### src/rtl/i2c_key_rx_controller_if.sv
// ---------------------------------------------------------------------------
// i2c_key_rx_controller_if
// Bundles the timer strobes, receive byte, key handshake and status outputs
// of the I2C key receive controller.
//   master : the side that drives the timer strobes and key_ready
//            (bit/byte timer plus the downstream consumer, or a testbench)
//   slave  : the controller itself
// Signals:
//   start_found, stop_found      bus condition pulses
//   byte_received, ack_prep,
//   check_ack, ack_done          byte-phase strobes from the timer
//   rx_data[7:0]                 parallel byte from the receive shifter
//   key_ready                    downstream accept
//   start_byte_received          pulse back to the timer after an address ACK
//   sda_mode[1:0]                00 release, 01 drive low
//   key_data[15:0], key_valid    assembled key and its valid flag
//   overrun, busy                status
// ---------------------------------------------------------------------------
interface i2c_key_rx_controller_if;
    logic        start_found;
    logic        stop_found;
    logic        byte_received;
    logic        ack_prep;
    logic        check_ack;
    logic        ack_done;
    logic [7:0]  rx_data;
    logic        key_ready;
    logic        start_byte_received;
    logic [1:0]  sda_mode;
    logic [15:0] key_data;
    logic        key_valid;
    logic        overrun;
    logic        busy;

    modport master (
        output start_found, stop_found, byte_received, ack_prep, check_ack,
               ack_done, rx_data, key_ready,
        input  start_byte_received, sda_mode, key_data, key_valid, overrun,
               busy
    );

    modport slave (
        input  start_found, stop_found, byte_received, ack_prep, check_ack,
               ack_done, rx_data, key_ready,
        output start_byte_received, sda_mode, key_data, key_valid, overrun,
               busy
    );
endinterface

### src/rtl/i2c_key_rx_controller.sv
// ---------------------------------------------------------------------------
// i2c_key_rx_controller
// Write-only I2C slave receive sequencer. Follows the byte phases reported by
// the bit/byte timer, matches the address, drives the SDA ACK, and assembles
// pairs of data bytes into 16-bit keys offered downstream with valid/ready.
// Ports:
//   clk    system clock, rising edge
//   n_rst  asynchronous active-low reset
//   bus    i2c_key_rx_controller_if.slave (strobes in, key/status out)
// Parameter:
//   SLAVE_ADDR  7-bit bus address answered to (write direction only)
// ---------------------------------------------------------------------------
module i2c_key_rx_controller #(
    parameter logic [6:0] SLAVE_ADDR = 7'h2A
) (
    input  logic                          clk,
    input  logic                          n_rst,
    i2c_key_rx_controller_if.slave        bus
);

    typedef enum logic [2:0] {
        S_IDLE,
        S_ADDR,
        S_ADDR_ACK,
        S_DATA,
        S_DATA_ACK,
        S_IGNORE
    } state_t;

    localparam logic [1:0] SDA_RELEASE = 2'b00;
    localparam logic [1:0] SDA_LOW     = 2'b01;

    state_t      state_reg;
    state_t      state_next;

    logic        byte_idx_reg;     // 0: expecting key high byte, 1: low byte
    logic [7:0]  key_hi_reg;
    logic [7:0]  key_lo_reg;
    logic        ack_en_reg;       // current ACK phase drives SDA low
    logic        commit_reg;       // current ACK phase completes a key
    logic [1:0]  sda_mode_reg;
    logic        sbr_reg;
    logic [15:0] key_data_reg;
    logic        key_valid_reg;
    logic        overrun_reg;
    logic        busy_reg;

    logic        addr_match;
    logic        key_slot_free;
    logic        unused_check_ack;

    // The ACK-clock-high strobe carries no information for a write-only slave.
    assign unused_check_ack = bus.check_ack;

    assign addr_match    = (bus.rx_data[7:1] == SLAVE_ADDR) && !bus.rx_data[0];
    // The pending key will be gone by the time the new one is loaded if the
    // consumer takes it in this very cycle.
    assign key_slot_free = !key_valid_reg || bus.key_ready;

    // Next-state decode. START beats STOP, and both beat every timer strobe.
    always_comb begin
        state_next = state_reg;
        if (bus.start_found) begin
            state_next = S_ADDR;
        end else if (bus.stop_found) begin
            state_next = S_IDLE;
        end else begin
            case (state_reg)
                S_ADDR: begin
                    if (bus.byte_received) begin
                        state_next = addr_match ? S_ADDR_ACK : S_IGNORE;
                    end
                end
                S_ADDR_ACK, S_DATA_ACK: begin
                    if (bus.ack_done) begin
                        state_next = S_DATA;
                    end
                end
                S_DATA: begin
                    if (bus.byte_received) begin
                        state_next = S_DATA_ACK;
                    end
                end
                default: ;
            endcase
        end
    end

    always_ff @(posedge clk or negedge n_rst) begin
        if (!n_rst) begin
            state_reg     <= S_IDLE;
            byte_idx_reg  <= 1'b0;
            key_hi_reg    <= 8'h00;
            key_lo_reg    <= 8'h00;
            ack_en_reg    <= 1'b0;
            commit_reg    <= 1'b0;
            sda_mode_reg  <= SDA_RELEASE;
            sbr_reg       <= 1'b0;
            key_data_reg  <= 16'h0000;
            key_valid_reg <= 1'b0;
            overrun_reg   <= 1'b0;
            busy_reg      <= 1'b0;
        end else begin
            state_reg <= state_next;
            busy_reg  <= (state_next != S_IDLE);
            sbr_reg   <= 1'b0;

            // Handshake runs regardless of bus activity so a pending key
            // survives STOP/START. A load later in this block overrides it.
            if (key_valid_reg && bus.key_ready) begin
                key_valid_reg <= 1'b0;
            end

            if (bus.start_found) begin
                sda_mode_reg <= SDA_RELEASE;
                byte_idx_reg <= 1'b0;
                ack_en_reg   <= 1'b0;
                commit_reg   <= 1'b0;
                overrun_reg  <= 1'b0;
            end else if (bus.stop_found) begin
                sda_mode_reg <= SDA_RELEASE;
                byte_idx_reg <= 1'b0;
                ack_en_reg   <= 1'b0;
                commit_reg   <= 1'b0;
            end else begin
                case (state_reg)
                    S_ADDR: begin
                        if (bus.byte_received && addr_match) begin
                            sbr_reg      <= 1'b1;
                            byte_idx_reg <= 1'b0;
                            ack_en_reg   <= 1'b1;
                            commit_reg   <= 1'b0;
                        end
                    end

                    S_ADDR_ACK, S_DATA_ACK: begin
                        if (bus.ack_done) begin
                            sda_mode_reg <= SDA_RELEASE;
                            ack_en_reg   <= 1'b0;
                            commit_reg   <= 1'b0;
                            if (commit_reg) begin
                                key_data_reg  <= {key_hi_reg, key_lo_reg};
                                key_valid_reg <= 1'b1;
                                byte_idx_reg  <= 1'b0;
                            end
                        end else if (bus.ack_prep && ack_en_reg) begin
                            sda_mode_reg <= SDA_LOW;
                        end
                    end

                    S_DATA: begin
                        if (bus.byte_received) begin
                            if (!byte_idx_reg) begin
                                key_hi_reg   <= bus.rx_data;
                                byte_idx_reg <= 1'b1;
                                ack_en_reg   <= 1'b1;
                                commit_reg   <= 1'b0;
                            end else if (key_slot_free) begin
                                // byte_idx stays 1 until the key is loaded
                                key_lo_reg <= bus.rx_data;
                                ack_en_reg <= 1'b1;
                                commit_reg <= 1'b1;
                            end else begin
                                // Consumer still holds the last key: drop
                                // this one and NACK its second byte.
                                overrun_reg  <= 1'b1;
                                byte_idx_reg <= 1'b0;
                                ack_en_reg   <= 1'b0;
                                commit_reg   <= 1'b0;
                            end
                        end
                    end

                    default: ;
                endcase
            end
        end
    end

    assign bus.start_byte_received = sbr_reg;
    assign bus.sda_mode            = sda_mode_reg;
    assign bus.key_data            = key_data_reg;
    assign bus.key_valid           = key_valid_reg;
    assign bus.overrun             = overrun_reg;
    assign bus.busy                = busy_reg;

endmodule

### src/flat_wrapper.sv
// flat-port wrapper written by rule: the top's interface ports become plain ports
module i2c_key_rx_controller_flat 
#(
    parameter logic [6:0] SLAVE_ADDR = 7'h2A
)
  (clk, n_rst, bus_start_found, bus_stop_found, bus_byte_received, bus_ack_prep, bus_check_ack, bus_ack_done, bus_rx_data, bus_key_ready, bus_start_byte_received, bus_sda_mode, bus_key_data, bus_key_valid, bus_overrun, bus_busy);
  i2c_key_rx_controller_if bus_i ();
  input  logic clk;
  input  logic n_rst;
  input wire logic [$bits(bus_i.start_found)-1:0] bus_start_found;
  input wire logic [$bits(bus_i.stop_found)-1:0] bus_stop_found;
  input wire logic [$bits(bus_i.byte_received)-1:0] bus_byte_received;
  input wire logic [$bits(bus_i.ack_prep)-1:0] bus_ack_prep;
  input wire logic [$bits(bus_i.check_ack)-1:0] bus_check_ack;
  input wire logic [$bits(bus_i.ack_done)-1:0] bus_ack_done;
  input wire logic [$bits(bus_i.rx_data)-1:0] bus_rx_data;
  input wire logic [$bits(bus_i.key_ready)-1:0] bus_key_ready;
  output wire logic [$bits(bus_i.start_byte_received)-1:0] bus_start_byte_received;
  output wire logic [$bits(bus_i.sda_mode)-1:0] bus_sda_mode;
  output wire logic [$bits(bus_i.key_data)-1:0] bus_key_data;
  output wire logic [$bits(bus_i.key_valid)-1:0] bus_key_valid;
  output wire logic [$bits(bus_i.overrun)-1:0] bus_overrun;
  output wire logic [$bits(bus_i.busy)-1:0] bus_busy;
  assign bus_i.start_found = bus_start_found;
  assign bus_i.stop_found = bus_stop_found;
  assign bus_i.byte_received = bus_byte_received;
  assign bus_i.ack_prep = bus_ack_prep;
  assign bus_i.check_ack = bus_check_ack;
  assign bus_i.ack_done = bus_ack_done;
  assign bus_i.rx_data = bus_rx_data;
  assign bus_i.key_ready = bus_key_ready;
  assign bus_start_byte_received = bus_i.start_byte_received;
  assign bus_sda_mode = bus_i.sda_mode;
  assign bus_key_data = bus_i.key_data;
  assign bus_key_valid = bus_i.key_valid;
  assign bus_overrun = bus_i.overrun;
  assign bus_busy = bus_i.busy;
  i2c_key_rx_controller #(.SLAVE_ADDR(SLAVE_ADDR)) u_core (.clk(clk), .n_rst(n_rst), .bus(bus_i));
endmodule
### config.mk
export PLATFORM = sky130hd
export DESIGN_NAME = i2c_key_rx_controller_flat
export DESIGN_NICKNAME = d
export VERILOG_FILES = /design/src/rtl/i2c_key_rx_controller_if.sv /design/src/rtl/i2c_key_rx_controller.sv /design/src/flat_wrapper.sv
export SDC_FILE = /design/constraint.sdc
export NUM_CORES = 1
export LEC_CHECK = 0
export ABC_AREA = 1
export ABC_CLOCK_PERIOD_IN_PS = 2450
export CORE_MARGIN = 2
export CORE_UTILIZATION = 50
export DETAILED_ROUTE_END_ITERATION = 16
export GPL_TIMING_DRIVEN = 0
export HOLD_SLACK_MARGIN = 0.12
export PLACE_DENSITY_LB_ADDON = 0.05
export SYNTH_ARGS = -nofsm -noshare
export SYNTH_HDL_FRONTEND = slang
export SYNTH_SLANG_ARGS = --single-unit
### constraint.sdc
create_clock -name clk -period 2.45 [get_ports clk]
set_input_delay 0.49 -clock clk [delete_from_list [all_inputs] [get_ports clk]]
set_output_delay 0.49 -clock clk [all_outputs]
set_load 0.005 [all_outputs]
* Word-level counts from Yosys, hierarchy flattened
Cells that the tools add are included.
Word-level totals: register bits 44, input bits 17, output and inout port bits 22, word-level logic and storage cells 95
Operators by class: eq/ne operators 11, mux-type cells 47, bitwise gates (word level) 3, reductions and logical operators 22
Operators by type and width (count):
- 1-bit two-way mux | 32
- 5-bit AND reduction | 4
- 3-bit two-way mux | 6
- 2-bit two-way mux | 5
- 1-bit case mux with 3 select lines | 3
- 3-bit case mux with 3 select lines | 1
- 4-bit by 3-bit inequality test with 1-bit output, second input constant | 2
- 4-bit inequality test, second input constant | 2
- 7-bit by 6-bit == test with 1-bit output, second input constant | 1
- 3-bit by 2-bit == test with 1-bit output, second input constant | 2
- 6-bit AND reduction | 1
- 2-bit nonzero test | 3
- 3-bit nonzero test | 2
- 5-bit nonzero test | 1
- 1-bit logical AND | 4
- 2-bit inequality test, second input constant | 2
- 4-bit AND reduction | 1
- 4-bit nonzero test | 1
- 3-bit by 1-bit == test with 1-bit output, second input constant | 1
- 3-bit == test, second input constant | 1
- 1-bit NOT | 3
- 1-bit zero test | 2
- 2-bit AND reduction | 1
- 2-bit OR reduction | 1
- 1-bit logical OR | 1

* Longest topological paths before layout
Gate-level depths: netlist of the first run.
word-level depth 8, mapped depth 9, mapped depth without buffers 9

* Worst setup path after synthesis of the first run
OpenSTA, ideal clock, no wires.
path type input -> register, start point in bus_stop_found, end point reg u_core.key_lo_reg[6], library setup time 117 ps, data arrival time 1251 ps, required time 2333 ps, setup slack 1082 ps, stages on the path 6, buffers on the path 2, path through nor2_2 buf_4 nand4_4 buf_6 nand2_2 o21ai_2
Between the ends: word-level cells in the longest chain between the ends 2
Ends and longest elaborated chain:
- start, declared | line flat_wrapper.sv:11 | input wire logic [$bits(bus_i.stop_found)-1:0] bus_stop_found;
- 1-bit NOT (no line)
- 6-bit AND reduction (no line)
- end signal, assigned | line i2c_key_rx_controller.sv:160 | key_lo_reg <= bus.rx_data;
- end, declared | line i2c_key_rx_controller.sv:38 | logic [7:0] key_lo_reg;
Every way passes these cells. A chain may end at the register's enable or synchronous reset.

* Worst setup path after layout of the first run
start point reg u_core.key_data_reg[10] (netlist: u_core.bus.key_data[10]), end point out bus_key_data[10]
RTL lines:
- start, declared | line i2c_key_rx_controller.sv:43 | logic [15:0] key_data_reg;
- start signal, assigned | line i2c_key_rx_controller.sv:142 | key_data_reg <= {key_hi_reg, key_lo_reg};
- end, declared | line flat_wrapper.sv:20 | output wire logic [$bits(bus_i.key_data)-1:0] bus_key_data;
No word-level cell between the ends.

==> results.sh, run 1 <==
export IMPL_fmax_ghz=0.598
export IMPL_vias_in_the_first_global_route=1418
export IMPL_tritoncts="yes"
export IMPL_min_path_type="flip-flop to flip-flop"
export IMPL_finalCriticalPeriod_ns=1.67
export IMPL_core_region_area_um2=4030
export IMPL_post_cts_resize_count=0
export IMPL_dp_cells=309
export IMPL_synthesis_area_um2=2110
export IMPL_row_count=23
export IMPL_reg2reg_slack_ns=1.06
export IMPL_yosys_register_bits=43
export IMPL_clock_insertion_delay_worst_skew_ns=0.30
export IMPL_synth_warning_count=0
export IMPL_cap_viol_max_count=0
export IMPL_route_detailed_wl_per_inst_um=12.2
export IMPL_antenna_violations_before_repair=0
export IMPL_seqPwrFrac_pct=52.1
export IMPL_switching_share_pct=23.0
export IMPL_power_ir_vdd_worst_v=0.000301
export IMPL_rr_endpoint="u_core.bus.busy"
export IMPL_grt_max_degree=41
export IMPL_final_core_utilization_pct=66.2
export IMPL_final_max_slew_viol_count=0
export IMPL_family_with_the_most_delay_on_the_worst_path="buffers and inverters"
export IMPL_syn_area_per_cell_um2=9.49
export IMPL_synth_sequential_area_ratio_pct=51.1
export IMPL_path_depth=1
export IMPL_floorplan_initialDensity_pct=52.3
export IMPL_mapped_nets=239
export IMPL_design_final_nets=284
export IMPL_whs_path_depth=2
export IMPL_timing_reg2reg_worst_path_depth=7
export IMPL_post_route_drc_count=0
export IMPL_drt_total_wl_um=3880
export IMPL_largest_reg_flops=16
export IMPL_finalHoldViolCount=0
export IMPL_critical_path_required_ns=1.96
export IMPL_fin_hold_ws_ns=0.483
export IMPL_switchingPower_uw=320
export IMPL_finalSetupViolations=0
export IMPL_ys_top_cells_by_count="43 x dfrtp_1, 39 x nand2_1, 35 x inv_1"
export IMPL_hpwlAfterDp_um=2940
export IMPL_layout_stage_area_growth_over_the_synthesis_result_pct=26.6
export IMPL_clk_pin_slew_worst_paths_ns=0.08
export IMPL_r2r_start="u_core.state_reg[2]"
export IMPL_diode_count=0
export IMPL_endpoint_kind="output pin"
export IMPL_grt_overall_usage_pct=19.3
export IMPL_detail_route_antenna_nets=0
export IMPL_total_leakage_power_uw=0.00123
export IMPL_min_to="u_core.bus.key_data[2]"
export IMPL_clock_root_buffer="clkbuf_8"
export IMPL_htreeDepth=2
export IMPL_tritoncts_num_buffers=5
export IMPL_finish_cell_count_without_fillers=318
export IMPL_gp_congestion=0.851
export IMPL_critical_path_class="flip-flop to output pin"
export IMPL_critical_path_peak_fanout=2
export IMPL_buffer_ports_inserted=36
export IMPL_power_internal_uw=1070
export IMPL_post_route_cells_drive_above_1_share_pct=28.0
export IMPL_floorplan_die_height_um=68.9
export IMPL_synth_largest_area_cell="dfrtp_1"
export IMPL_ys_top_cells_by_area="dfrtp_1 51%, o21ai_2 10%, nand2_1 7.0%"
export IMPL_worstPathCellList="clkdlybuf4s50_1"
export IMPL_synth_lib_cells_used_distinct=25
export IMPL_clock_power_share_pct=39.3
export IMPL_crit_slowest_cell="clkdlybuf4s50_1"
export IMPL_setup_slack_ns=0.779
export IMPL_syn_instance_count=222
export IMPL_power_density_nw_per_um2=522
export IMPL_routed_via_count=1540
export IMPL_startpoint_kind_of_the_worst_setup_timing_path="flip-flop"
export IMPL_hold_start="u_core.bus.key_data[2]"
export IMPL_clock_path_buffers=2
export IMPL_die_area_um2=4750
export IMPL_most_common_cell_in_the_netlist="dfrtp_1"
export IMPL_detailedRoute_firstPassIterationCount=4
export IMPL_finalCritPeriodShare_pct=68.2
export IMPL_clock_skew_ns=0.00882
export IMPL_critPathMaxStageDelay_ns=0.51
export IMPL_post_layout_total_power_uw=1390
export IMPL_grt_ovfl_total=0
export IMPL_io_pin_count=39
export IMPL_arrival_ns=1.18
export IMPL_run_status="completed"
export IMPL_synthDominantCellAreaShare_pct=51.1
export IMPL_cts_sink_count=43
export IMPL_dominantRegCellSynth="dfrtp_1"
export IMPL_cp_buf_inv_count=1
export IMPL_placement_setup_worst_slack_ns=0.473
export IMPL_first_pass_grt_wire_length_um=6610
export IMPL_number_of_synthesized_flops_with_an_enable_pin=0
export IMPL_detail_route_iter0_violations=69
export IMPL_ys_async_sr_fraction_pct=100
export IMPL_die_w_um=68.9
export IMPL_power_combinational_fraction_pct=8.7
export IMPL_detail_route_vias_per_cell=4.84
export IMPL_rsz0062_at_grt="false"
==> tightest hold or removal path, delay by kind of cell (launching register included) <==
kind	cells	cell delay, ns
AND/OR/NAND/NOR	1	0.06
AO/OA/AOI/OAI	1	0.05
flip-flops	1	0.34
==> through the flow <==
stage | setup TNS [ns] | instance area [um^2]
after floorplan | 0 | 2110
after global placement | -9.75 | 2530
after detailed placement | 0 | 2540
after CTS | 0 | 2670
after global routing | 0 | 2670
final | 0 | 2670
==> power groups by stage <==
stage               logic, uW  registers [uW]  clock network, uW
global route              137             726                585
global placement          117             739                  0
CTS                       123             725                564
finish                    121             725                547
detailed placement        121             739                  0
floorplan                61.8             738                  0
==> cell type report <==
type,instances,area [um^2]
Buffer,7,71.3
Clock buffer,5,68.8
Clock inverter,3,43.8
Fill cell,360,1360
Inverter,40,150
Multi-Input combinational cell,132,808
Sequential cell,43,1080
Tap cell,50,62.6
Timing Repair Buffer,38,385
==> worst max path at each step <==
stage	slack, ns	start	endpoint
final	0.78	u_core.bus.key_data[10]	bus_key_data[10]
after global routing	0.59	bus_rx_data[1]	u_core.bus.busy
after CTS	0.76	u_core.bus.key_data[15]	bus_key_data[15]
after detailed placement	0.47	bus_rx_data[5]	u_core.bus.busy
after global placement	-0.23	n_rst	u_core.bus.key_data[9]
after floorplan	1.08	bus_stop_found	u_core.key_lo_reg[6]
==> logic make-up after synthesis <==
family	Yosys count	synth area share (%)
other cells	1	0.178
buf+inv	47	10.5
flops	43	51.1
simple gates	93	24.7
compound gates	38	13.5
==> metal layers <==
layer	track usage (%)	routed length [um]
met2	27.6	1730
met1	27.9	1930
met3	5.68	160
met5	0	0
met4	6.62	59
==> layout by cell type (no fill, tap or decap), types with 3 or more instances in the layout <==
cell,n
inv_2,5
buf_6,5
o21ai_2,25
nor2_1,9
nand4_1,4
nand2_2,17
nor2_2,3
o21ai_1,8
nand2_1,39
inv_1,35
dfrtp_1,43
clkdlybuf4s50_1,35
clkbuf_8,5
nand3_1,10
==> what timing repair did <==
action | 4_1_cts | 5_1_grt
hold buffers | 1 | 0
hold endpoints to repair | 3 | 0
setup buffers | 0 | 0
No activity file was read; power rests on OpenSTA's default activity.
==> inputs of run 2 (changes only) <==
--- a/config.mk
+++ b/config.mk
@@ -6,9 +6,9 @@
 export NUM_CORES = 1
 export LEC_CHECK = 0
 export ABC_AREA = 1
-export ABC_CLOCK_PERIOD_IN_PS = 2450
+export ABC_CLOCK_PERIOD_IN_PS = 1450
 export CORE_MARGIN = 2
-export CORE_UTILIZATION = 50
+export CORE_UTILIZATION = 47
 export DETAILED_ROUTE_END_ITERATION = 16
 export GPL_TIMING_DRIVEN = 0
 export HOLD_SLACK_MARGIN = 0.12
==> constraint.sdc (replaced) <==
create_clock -name clk -period 1.45 [get_ports clk]
set_input_delay 0.29 -clock clk [delete_from_list [all_inputs] [get_ports clk]]
set_output_delay 0.29 -clock clk [all_outputs]
set_load 0.005 [all_outputs]
==> run 2 against run 1 <==
Worst hold slack worse by 0.0063 ns. Critical endpoint is now bus_key_data[15]. Highest routed layer unchanged. Largest power group unchanged. Clock power up 61%. Via count rose by 6.0%. Critical path type unchanged. Clock skew decreased by 0.0027 ns.
==> results.sh, run 2 (synthesized netlist as in run 1, its figures left out) <==
export IMPL_floorplan_initialDensity_pct=48.7
export IMPL_max_slew_margin_pct=63.8
export IMPL_htreeDepth=2
export IMPL_route_detailed_wl_per_inst_um=12.6
export IMPL_critical_path_class="flip-flop to output pin"
export IMPL_cp_buf_inv_count=1
export IMPL_post_route_drc_count=0
export IMPL_detailedRoute_firstPassIterationCount=4
export IMPL_finalCritPeriodShare_pct=98.6
export IMPL_row_count=24
export IMPL_clock_root_buffer="clkbuf_8"
export IMPL_power_ir_vdd_worst_v=0.000459
export IMPL_critical_path_peak_fanout=2
export IMPL_final_max_slew_viol_count=0
export IMPL_buffer_ports_inserted=36
export IMPL_hpwlAfterDp_um=3040
export IMPL_crit_slowest_cell="clkdlybuf4s50_1"
export IMPL_clock_power_share_pct=38.0
export IMPL_finalSetupViolations=0
export IMPL_cap_viol_max_count=0
export IMPL_run_status="completed"
export IMPL_cts_sink_count=43
export IMPL_critical_path_required_ns=1.16
export IMPL_tritoncts_num_buffers=5
export IMPL_total_leakage_power_uw=0.00164
export IMPL_family_with_the_most_delay_on_the_worst_path="buffers and inverters"
export IMPL_detail_route_antenna_nets=0
export IMPL_grt_max_degree=23
export IMPL_detailed_place_area_um2=2550
export IMPL_detail_route_iter0_violations=96
export IMPL_power_internal_uw=1810
export IMPL_largest_reg_flops=16
export IMPL_floorplan_die_height_um=70.9
export IMPL_endpoint_kind="output pin"
export IMPL_startpoint_kind_of_the_worst_setup_timing_path="flip-flop"
export IMPL_detail_route_vias_per_cell=4.77
export IMPL_finalHoldViolCount=0
export IMPL_gp_congestion=0.891
export IMPL_io_pin_count=39
export IMPL_switching_share_pct=22.2
export IMPL_critPathMaxStageDelay_ns=0.50
export IMPL_post_route_cells_drive_above_1_share_pct=35.9
export IMPL_antenna_violations_before_repair=0
export IMPL_clock_insertion_delay_worst_skew_ns=0.29
export IMPL_worst_slew_pin_slew_ns=0.543
export IMPL_totalNegativeSetupSlack_ns=0
export IMPL_most_common_cell_after_layout_fill_and_taps_aside="dfrtp_1"
export IMPL_clock_skew_ns=0.00615
export IMPL_worstPathCellList="clkdlybuf4s50_1"
export IMPL_finish_cell_count_without_fillers=342
export IMPL_seqPwrFrac_pct=52.7
export IMPL_fmax_ghz=0.700
export IMPL_finalCriticalPeriod_ns=1.43
export IMPL_layout_stage_area_growth_over_the_synthesis_result_pct=37.6
export IMPL_routed_via_count=1633
export IMPL_die_w_um=70.9
export IMPL_switchingPower_uw=516
export IMPL_dp_cells=311
export IMPL_vias_in_the_first_global_route=1554
export IMPL_clk_pin_slew_worst_paths_ns=0.08
export IMPL_grt_ovfl_total=0
export IMPL_rsz0062_at_grt="true"
export IMPL_finalInstanceArea_um2=2900
export IMPL_grt_overall_usage_pct=19.1
export IMPL_power_combinational_fraction_pct=9.4
export IMPL_drt_total_wl_um=4310
export IMPL_diode_count=0
export IMPL_design_final_nets=307
export IMPL_first_pass_grt_wire_length_um=7460
export IMPL_arrival_ns=1.14
export IMPL_core_region_area_um2=4320
export IMPL_layout_cells_most_common_list="41 x dfrtp_1, 39 x nand2_1, 32 x inv_1"
export IMPL_die_area_um2=5030
export IMPL_power_density_nw_per_um2=803
export IMPL_clock_path_buffers=2
export IMPL_tritoncts="yes"
export IMPL_min_path_type="flip-flop to flip-flop"
run 2: final timing paths:
path	startpoint	end	slack, ns	cells past startpoint
max in group asynchronous	n_rst	u_core.state_reg[1]	0.42	3
worst min-delay path	u_core.bus.key_data[1]	u_core.bus.key_data[1]	0.48	2
worst max register to register	u_core.state_reg[2]	u_core.bus.busy	0.10	7
min in group asynchronous	n_rst	u_core.key_lo_reg[4]	0.52	2
worst max-delay path	u_core.bus.key_data[15]	bus_key_data[15]	0.02	1
worst min register to register	u_core.bus.key_data[1]	u_core.bus.key_data[1]	0.48	2
run 2: metrics by stage:
step                util (%)  power (uW)  hold slack (ns)  worst slack (ns)
floorplan                  -        1350         -0.00559             0.236
global placement        58.5        1450            0.465             -1.08
detailed placement      59.1        1460            0.312            -0.335
CTS                     63.7        2350            0.486           0.00158
global route            67.0        2430            0.517           -0.0275
finish                  67.0        2330            0.477            0.0208
run 2: final cells by class:
cell class	count	area (um^2)
fill	376	1430
sequential	43	1080
multi-input combinational	132	827
timing repair buffer	61	599
inverter	40	150
buffer	7	75.1
clock buffer	6	72.6
tap	52	65.1
clock inverter	1	30.0
run 2: power groups by stage:
stage               logic, uW  clock network (uW)  registers (uW)
finish                    218                 883            1230
global route              243                 960            1230
CTS                       214                 913            1220
detailed placement        211                   0            1250
global placement          204                   0            1250
floorplan                 104                   0            1250
run 2: routing by layer:
metal,global-route usage [%],wire [um],up-vias
met4,5.03,51,0
met2,32.3,2160,31
met5,0,0,-
li1,-,-,827
met1,25.0,1920,769
met3,4.27,188,6
run 2: worst register-to-register path, cell delays in order (launching register included):
cell and delay (ns):
dfrtp_2 0.44, inv_2 0.11, nand2_1 0.15, nor2_1 0.18, nand4_1 0.14, nand3b_1 0.11
nand2_1 0.08, nand3_1 0.09
run 2: repair_timing:
action | 4_1_cts | 5_1_grt
hold endpoints to repair | 21 | 0
gates resized for setup | 4 | 25
buffers inserted | 12 | 11
hold buffers | 1 | 0
endpoints found under the setup margin | 16 | 43
==> inputs of run 3 (changes only) <==
--- a/config.mk
+++ b/config.mk
@@ -12,7 +12,7 @@
 export DETAILED_ROUTE_END_ITERATION = 16
 export GPL_TIMING_DRIVEN = 0
 export HOLD_SLACK_MARGIN = 0.12
-export PLACE_DENSITY_LB_ADDON = 0.05
+export PLACE_DENSITY = 0.76
 export SYNTH_ARGS = -nofsm -noshare
 export SYNTH_HDL_FRONTEND = slang
 export SYNTH_SLANG_ARGS = --single-unit
==> run 3 against run 2 <==
Global-route usage is 0.17 points higher. Design area is 2.2% higher. Maximum frequency is 2.3% higher. Worst hold slack worse by 0.062 ns. Clock skew hardly changed. Largest cell class unchanged. Largest power group unchanged.
==> results.sh, run 3 (synthesized netlist as in run 1, its figures left out) <==
export IMPL_switching_share_pct=21.7
export IMPL_core_region_area_um2=4320
export IMPL_startpoint_kind_of_the_worst_setup_timing_path="primary input"
export IMPL_clock_path_buffers=2
export IMPL_largest_reg_flops=16
export IMPL_hpwlAfterDp_um=3120
export IMPL_clock_power_share_pct=43.0
export IMPL_placement_setup_worst_slack_ns=-0.325
export IMPL_detail_route_antenna_nets=0
export IMPL_finalSetupViolations=0
export IMPL_drt_total_wl_um=4390
export IMPL_detailed_place_area_um2=2550
export IMPL_setup_slack_ns=0.0529
export IMPL_detail_route_vias_per_cell=4.83
export IMPL_clock_skew_ns=0.00592
export IMPL_antenna_violations_before_repair=0
export IMPL_post_route_cells_drive_above_1_share_pct=38.6
export IMPL_route_detailed_wl_per_inst_um=12.7
export IMPL_floorplan_die_height_um=70.9
export IMPL_grt_ovfl_total=0
export IMPL_seqPwrFrac_pct=48.0
export IMPL_run_status="completed"
export IMPL_clock_root_buffer="clkbuf_8"
export IMPL_diode_count=0
export IMPL_row_count=24
export IMPL_first_pass_grt_wire_length_um=7680
export IMPL_total_leakage_power_uw=0.00170
export IMPL_io_pin_count=39
export IMPL_floorplan_initialDensity_pct=48.7
export IMPL_htreeDepth=2
export IMPL_tritoncts_num_buffers=5
export IMPL_power_ir_vdd_worst_v=0.000601
export IMPL_power_density_nw_per_um2=863
export IMPL_finalCriticalPeriod_ns=1.40
export IMPL_critical_path_required_ns=1.64
export IMPL_buffer_ports_inserted=36
export IMPL_arrival_ns=1.59
export IMPL_finalInstanceArea_um2=2960
export IMPL_power_internal_uw=2000
export IMPL_clk_pin_slew_worst_paths_ns=0.08
export IMPL_gp_congestion=0.884
export IMPL_detailedRoute_firstPassIterationCount=4
export IMPL_die_w_um=70.9
export IMPL_finish_cell_count_without_fillers=345
export IMPL_final_max_slew_viol_count=0
export IMPL_power_combinational_fraction_pct=9.0
export IMPL_totalNegativeSetupSlack_ns=0
export IMPL_critical_path_peak_fanout=4
export IMPL_routed_via_count=1665
export IMPL_switchingPower_uw=556
export IMPL_design_final_nets=309
export IMPL_tritoncts="yes"
export IMPL_finalHoldViolCount=0
export IMPL_die_area_um2=5030
export IMPL_rsz0062_at_grt="true"
export IMPL_post_route_drc_count=0
export IMPL_cts_sink_count=43
export IMPL_fillCellCount=355
export IMPL_grt_max_degree=31
export IMPL_min_path_type="primary input to flip-flop"
export IMPL_finalCritPeriodShare_pct=96.3
export IMPL_vias_in_the_first_global_route=1668
export IMPL_dp_cells=311
export IMPL_layout_stage_area_growth_over_the_synthesis_result_pct=40.6
export IMPL_grt_overall_usage_pct=19.3
export IMPL_fmax_ghz=0.716
export IMPL_clock_insertion_delay_worst_skew_ns=0.29
export IMPL_layout_cells_most_common_list="41 x dfrtp_1, 35 x nand2_1, 31 x inv_1"
export IMPL_endpoint_kind="flip-flop"
export IMPL_cap_viol_max_count=0
export IMPL_most_common_cell_after_layout_fill_and_taps_aside="dfrtp_1"
export IMPL_detail_route_iter0_violations=60
export IMPL_critical_path_class="primary input to flip-flop"
==> run 3: cell count changes in the layout (fill, tap and decap cells not counted), moves of 2 or more <==
cell | before | now
buf_4 | 24 | 26
clkdlybuf4s50_1 | 17 | 14
dlymetal6s2s_1 | 15 | 18
nand2_1 | 39 | 35
nand2_2 | 17 | 21
==> run 3: through the flow <==
| step | hold WS, ns | utilization, % | power [uW] |
|---|---|---|---|
| 6_report | 0.414 | 68.5 | 2560 |
| 5_1_grt | 0.443 | 68.5 | 2660 |
| 4_1_cts | 0.436 | 64.4 | 2550 |
| 3_5_place_dp | 0.215 | 58.9 | 1460 |
| 3_3_place_gp | 0.466 | 58.5 | 1450 |
| 2_1_floorplan | -0.00559 | - | 1350 |
==> run 3: repair_timing <==
item / in CTS / in global routing
resized for setup: 4 / 37
pin swaps: 0 / 3
buffers inserted: 13 / 12
setup endpoints to repair: 15 / 46
hold buffers: 1 / 0
endpoints found under the hold margin: 13 / 0
==> run 3: power groups by stage <==
stage	logic, uW	registers [uW]	clock network (uW)
floorplan	104	1250	0
global placement	200	1250	0
detailed placement	207	1250	0
CTS	212	1220	1110
global route	259	1230	1170
finish	230	1230	1100
==> run 3: path summary, 6_finish.rpt <==
kind                                        start                      end  slack (ns)  depth (start not counted)
max                                bus_rx_data[2]      u_core.byte_idx_reg        0.05                          8
min                             bus_byte_received       u_core.bus.overrun        0.41                          3
max reg2reg                   u_core.state_reg[0]   u_core.bus.key_data[9]        0.10                          7
min reg2reg                u_core.bus.key_data[1]   u_core.bus.key_data[1]        0.48                          2
max in group asynchronous                   n_rst     u_core.key_hi_reg[7]        0.56                          3
min in group asynchronous                   n_rst  u_core.bus.key_data[12]        0.42                          2
==> run 3: worst max-delay path: stages <==
cell and delay, ns:
clkdlybuf4s50_1 0.51, nand2_1 0.08, nor2_2 0.17, nand2_2 0.09, o21ai_2 0.23, nand3_1 0.11
nand2_1 0.07, nand2_1 0.04
==> run 3: layer usage <==
layer | global-route usage (%) | wire (um) | up-vias | share of wire, %
met3 | 3.70 | 203 | 7 | 4.6
met5 | 0 | 0 | - | 0
met4 | 6.71 | 56 | 0 | 1.3
li1 | - | - | 832 | -
met1 | 25.5 | 1970 | 782 | 45
met2 | 31.8 | 2160 | 44 | 49
==> run 3: layout make-up <==
cell class                      instances  area (um^2)  area share [%]
Buffer                                  7         78.8            2.66
Clock buffer                            6         72.6            2.45
Clock inverter                          2         60.1            2.03
Inverter                               40          153            5.15
Multi-Input combinational cell        132          840            28.3
Sequential cell                        43         1080            36.4
Tap cell                               52         65.1            2.20
Timing Repair Buffer                   63          614            20.7
==> variant 1 (settings of run 2) <==
The 6 states of `state_t` get a Gray code encoding in 3 bits.
--- a/src/rtl/i2c_key_rx_controller.sv
+++ b/src/rtl/i2c_key_rx_controller.sv
@@ -19,12 +19,12 @@
 );
 
     typedef enum logic [2:0] {
-        S_IDLE,
-        S_ADDR,
-        S_ADDR_ACK,
-        S_DATA,
-        S_DATA_ACK,
-        S_IGNORE
+        S_IDLE     = 3'b000,
+        S_ADDR     = 3'b001,
+        S_ADDR_ACK = 3'b011,
+        S_DATA     = 3'b010,
+        S_DATA_ACK = 3'b110,
+        S_IGNORE   = 3'b111
     } state_t;
 
     localparam logic [1:0] SDA_RELEASE = 2'b00;
Formal check against the unedited RTL: same outputs for any inputs over 10 cycles, from zero or initial values and one cycle with n_rst low; not proved beyond that.
==> variant 1 against run 2 <==
Synthesized area decreased by 6.4%. Design area decreased by 1.8%. Synthesized cell count decreased by 2.3%. Routed wire length about the same. Total power decreased by 2.7%. Clock skew increased by 0.0024 ns. Setup slack improved by 0.0079 ns. Sequential cell count unchanged. Die area decreased by 6.1%.
==> variant 1: results (changes against run 2) <==
.. list-table::
   :header-rows: 1

   * - Metric
     - Value
   * - Status
     - complete, no violations (unchanged)
   * - Total nets after synthesis
     - 234 (was 239)
   * - Cell types occupying the most area after synthesis
     - sky130_fd_sc_hd__dfrtp_1 55%, sky130_fd_sc_hd__nand2_1 9.9%, sky130_fd_sc_hd__inv_1 7.0%, sky130_fd_sc_hd__o21ai_0 6.1%, sky130_fd_sc_hd__nand3_1 3.6% (was sky130_fd_sc_hd__dfrtp_1 51%, sky130_fd_sc_hd__o21ai_2 10%, sky130_fd_sc_hd__nand2_1 7.0%, sky130_fd_sc_hd__inv_1 6.2%, sky130_fd_sc_hd__nand2_2 5.1%)
   * - Worst clock skew
     - 0.00851 ns (was 0.00615 ns)
   * - Via count of the first global-routing pass
     - 1414 (was 1554)
   * - Top-count cell post-synth
     - sky130_fd_sc_hd__nand2_1 (was sky130_fd_sc_hd__dfrtp_1)
   * - Cells after DPL
     - 304 (was 311)
   * - Placement-stage worst setup slack
     - -0.303 ns (was -0.335 ns)
   * - Share of synthesized area occupied by flip-flops and latches
     - 54.6% (was 51.1%)
   * - LEAKAGE
     - 1.70 nW (was 1.64 nW)
   * - Last element of the critical path
     - u_core.key_lo_reg[6]$_DFFE_PN0P_ (was bus_key_data[15])
   * - Setup repair bufs after CTS
     - 3 (was 12)
   * - Length in cells of the worst reg-to-reg path
     - 8 (was 7)
   * - Final HPWL from detailed placement
     - 2.87 mm (was 3.04 mm)
   * - Fill cell count
     - 306 (was 376)
   * - Endpoint of the worst hold path
     - u_core.bus.key_data[4]$_DFFE_PN0P_ (was u_core.bus.key_data[1]$_DFFE_PN0P_)
   * - Arrival time at the worst endpoint
     - 1.60 ns (was 1.14 ns)
   * - Worst hold start
     - u_core.bus.key_data[4]$_DFFE_PN0P_ (was u_core.bus.key_data[1]$_DFFE_PN0P_)
   * - Max transition margin
     - 63.5% (was 63.8%)
   * - Met3 capacity usage during global routing
     - 5.03% (was 4.27%)
   * - Clock group power
     - 758 µW (was 883 µW)
   * - Share of the synthesized area in compound gates (AO/OA/AOI/OAI)
     - 11.7% (was 13.5%)
   * - Met2 GRT Util
     - 32.8% (was 32.3%)
   * - P_comb
     - 258 µW (was 218 µW)
   * - Amount of wire on met2 after detailed routing
     - 2.24 mm (was 2.16 mm)
   * - Startpoint of the lowest-slack register-to-register path
     - u_core.state_reg[0]$_DFF_PN0_ (was u_core.state_reg[2]$_DFF_PN0_)
   * - Max Fclk
     - 704 MHz (was 700 MHz)
   * - Syn Area/Cell
     - 9.08 µm² (was 9.49 µm²)
   * - Layout cells sized above 1
     - 22.9% (was 35.9%)
   * - Worst-path maximum fanout
     - 10 (was 2)
   * - Path type of the worst setup path
     - register to register (was register to output port)
   * - Vias per cell
     - 4.90 (was 4.77)
   * - Power spent charging and discharging nets
     - 543 µW (was 516 µW)
[variant 1: changes by cell type after synthesis, moves of 3 or more]
cell | before | now
sky130_fd_sc_hd__o21ai_0 | 2 | 24
sky130_fd_sc_hd__o21ai_1 | 8 | 1
sky130_fd_sc_hd__nand2_1 | 39 | 52
sky130_fd_sc_hd__nand3_1 | 10 | 14
sky130_fd_sc_hd__nor2_1 | 9 | 12
sky130_fd_sc_hd__inv_2 | 5 | 0
sky130_fd_sc_hd__nand2_2 | 17 | 1
sky130_fd_sc_hd__nand4_1 | 4 | 1
sky130_fd_sc_hd__nor2_2 | 3 | 0
sky130_fd_sc_hd__o21ai_2 | 25 | 7
[variant 1: worst max-delay path, stage by stage, from the launching register on]
cell and delay (ns):
sky130_fd_sc_hd__dfrtp_1 0.38, sky130_fd_sc_hd__buf_6 0.14, sky130_fd_sc_hd__nor2_4 0.15, sky130_fd_sc_hd__nand2_4 0.09
sky130_fd_sc_hd__nor2_8 0.12, sky130_fd_sc_hd__nand4_4 0.13, sky130_fd_sc_hd__buf_12 0.18, sky130_fd_sc_hd__nand2_2 0.06
sky130_fd_sc_hd__o21ai_2 0.05
[variant 1: layout make-up]
type	count	area share, %
well taps	50	2.20
clock buffers	6	2.90
repair buffers	56	22.2
plain buffers	8	3.47
multi-input cells	129	26.3
clock inverters	1	0.176
flip-flops and latches	43	37.9
inverters	37	4.97
[variant 1: through the flow]
stage          instance area [µm²]  hold slack (ns)  power (mW)  utilization [%]  setup TNS [ns]
2_1_floorplan                 1970         -0.00559        1.38                -               0
3_3_place_gp                  2390            0.465        1.48             59.4          -53.58
3_5_place_dp                  2420            0.301        1.49             60.0           -9.19
4_1_cts                       2550            0.489        2.25             63.4               0
5_1_grt                       2850            0.502        2.38             70.6          -0.294
6_report                      2850            0.482        2.26             70.6               0
==> variant 2 (settings of run 2) <==
Without the edit above. Reset style: synchronous (`n_rst`), changed in one clocked block. Comments in the files are not updated.
--- a/src/rtl/i2c_key_rx_controller.sv
+++ b/src/rtl/i2c_key_rx_controller.sv
@@ -86,7 +86,7 @@
         end
     end
 
-    always_ff @(posedge clk or negedge n_rst) begin
+    always_ff @(posedge clk) begin
         if (!n_rst) begin
             state_reg     <= S_IDLE;
             byte_idx_reg  <= 1'b0;
Behaviour: differs if n_rst is asserted again (counterexample within 4 cycles, from zero or initial values and one cycle with n_rst low); with n_rst held inactive, the same outputs for 10 cycles.
==> variant 2 against run 2 <==
Critical path depth did not move. Total power fell by 0.31%. Design area down 13%. Via count fell by 4.0%. Sequential cell count unchanged. Worst hold slack got worse by 0.17 ns. Synthesized area shrank 14%. Setup slack gained 0.018 ns. Routed wire length fell by 6.7%. Critical endpoint is now bus_key_data[3]. Largest power group unchanged.
==> variant 2: results (changes against run 2) <==
.. list-table::
   :header-rows: 1

   * - Metric
     - Value
   * - Worst clock skew
     - 0.0113 ns (was 0.00615 ns)
   * - Total nets after synthesis
     - 249 (was 239)
   * - Input/output buffers
     - 35 (was 36)
   * - Syn Area/Cell
     - 7.84 µm² (was 9.49 µm²)
   * - Vias after detailed routing
     - 1568 (was 1633)
   * - Maximum number of pins on one net before global-route repair
     - 15 (was 23)
   * - Layout cells sized above 1
     - 21.1% (was 35.9%)
   * - Arrival time at the worst endpoint
     - 1.12 ns (was 1.14 ns)
   * - Share of synthesized area occupied by flip-flops and latches
     - 47.3% (was 51.1%)
   * - Tightest hold margin
     - 0.306 ns (was 0.477 ns)
   * - Routed metal-1 wire length
     - 2.09 mm (was 1.92 mm)
   * - Initial drt markers
     - 68 (was 96)
   * - Total routing usage reported by global routing
     - 19.7% (was 19.1%)
   * - Worst hold start
     - bus_start_found (was u_core.bus.key_data[1]$_DFFE_PN0P_)
   * - Fraction of registers with async set or reset after synthesis
     - 0% (was 100%)
   * - Cell types occupying the most area after synthesis
     - sky130_fd_sc_hd__dfxtp_1 47%, sky130_fd_sc_hd__nor2_1 10%, sky130_fd_sc_hd__o21ai_0 7.2%, sky130_fd_sc_hd__nand2_1 5.8%, sky130_fd_sc_hd__inv_1 5.0% (was sky130_fd_sc_hd__dfrtp_1 51%, sky130_fd_sc_hd__o21ai_2 10%, sky130_fd_sc_hd__nand2_1 7.0%, sky130_fd_sc_hd__inv_1 6.2%, sky130_fd_sc_hd__nand2_2 5.1%)
   * - Status
     - complete, no violations (unchanged)
   * - Peak supply drop
     - 0.840 mV (was 0.459 mV)
   * - Global placer's final weighted congestion
     - 0.857 (was 0.891)
   * - Reg-to-Reg End
     - u_core.bus.key_data[15]$_SDFFE_PN0P_ (was u_core.bus.busy$_DFF_PN0_)
   * - Main synth FF type
     - sky130_fd_sc_hd__dfxtp_1 (was sky130_fd_sc_hd__dfrtp_1)
   * - Cells after DPL
     - 315 (was 311)
   * - Via count of the first global-routing pass
     - 1487 (was 1554)
   * - Share of the synthesized area in compound gates (AO/OA/AOI/OAI)
     - 16.3% (was 13.5%)
   * - Wire length of the first global-routing pass
     - 6.60 mm (was 7.46 mm)
   * - LEAKAGE
     - 1.33 nW (was 1.64 nW)
   * - Final cell count without fillers
     - 332 (was 342)
   * - Final HPWL from detailed placement
     - 2.81 mm (was 3.04 mm)
   * - Distinct cell type count after synthesis
     - 31 (was 25)
   * - Amount of wire on met2 after detailed routing
     - 1.70 mm (was 2.16 mm)
   * - Type of the most critical hold path
     - input pin to register (was register to register)
   * - Total Nets Final
     - 300 (was 307)
   * - Overall routed net length
     - 4.02 mm (was 4.31 mm)
   * - Endpoint of the worst hold path
     - u_core.bus.overrun$_SDFFE_PP0P_ (was u_core.bus.key_data[1]$_DFFE_PN0P_)
   * - Internal cell power
     - 1.81 mW (about the same)
## variant 2: worst max path at each step
stage / startpoint / end / slack (ns) / depth (start not counted)
6_report: u_core.bus.key_data[3]$_SDFFE_PN0P_ / bus_key_data[3] / 0.04 / 1
5_1_grt: bus_rx_data[0] / u_core.bus.busy$_SDFF_PN0_ / -0.03 / 11
4_1_cts: bus_byte_received / u_core.bus.busy$_SDFF_PN0_ / 0.002 / 10
3_5_place_dp: bus_start_found / u_core.bus.key_data[15]$_SDFFE_PN0P_ / -0.39 / 7
3_3_place_gp: bus_start_found / u_core.bus.key_data[10]$_SDFFE_PN0P_ / -0.41 / 8
2_1_floorplan: u_core.state_reg[1]$_SDFF_PN0_ / u_core.bus.key_data[15]$_SDFFE_PN0P_ / 0.16 / 8
## variant 2: per-layer routing
metal  vias up  GRT usage (%)
li1        857              -
met1       674           26.1
met2        33           30.4
met3         4           6.81
met4         0           5.36
met5         -              0
## variant 2: stage by stage
step,setup slack [ns],setup TNS [ns],instance area (µm²),util (%)
floorplan,0.163,0,1820,-
global placement,-0.408,-11.50,2230,60.4
detailed placement,-0.386,-10.83,2230,60.4
CTS,0.00244,0,2360,64.0
global route,-0.0285,-0.0601,2530,68.7
finish,0.0392,0,2530,68.7
## variant 2: power by group through the flow
stage          combinational [mW]  clock, mW  sequential, mW
3_5_place_dp                0.133          0            1.22
4_1_cts                     0.136       1.01            1.19
3_3_place_gp                0.134          0            1.22
6_report                    0.144      0.987            1.19
5_1_grt                     0.161       1.05            1.19
2_1_floorplan              0.0662          0            1.22
## variant 2: cells by family after synthesis
kind of cell | count (synthesis)
buffers and inverters | 36
AND/OR/NAND/NOR | 100
AO/OA/AOI/OAI | 52
other | 1
flip-flops | 43
## variant 2: what timing repair did
action | CTS | global route
gates resized for setup | 4 | 41
setup buffers | 1 | 6
pin swaps | 1 | 6
gates cloned | 0 | 2
endpoints found under the setup margin | 15 | 37
## variant 2: final cells by class
class | count | area (µm²) | area share [%]
Sequential cell | 43 | 880 | 34.7
Tap cell | 48 | 60.1 | 2.37
Clock buffer | 6 | 82.6 | 3.26
Clock inverter | 2 | 38.8 | 1.53
Multi-Input combinational cell | 153 | 830 | 32.7
Buffer | 8 | 68.8 | 2.72
Inverter | 28 | 113 | 4.44
Timing Repair Buffer | 44 | 462 | 18.2
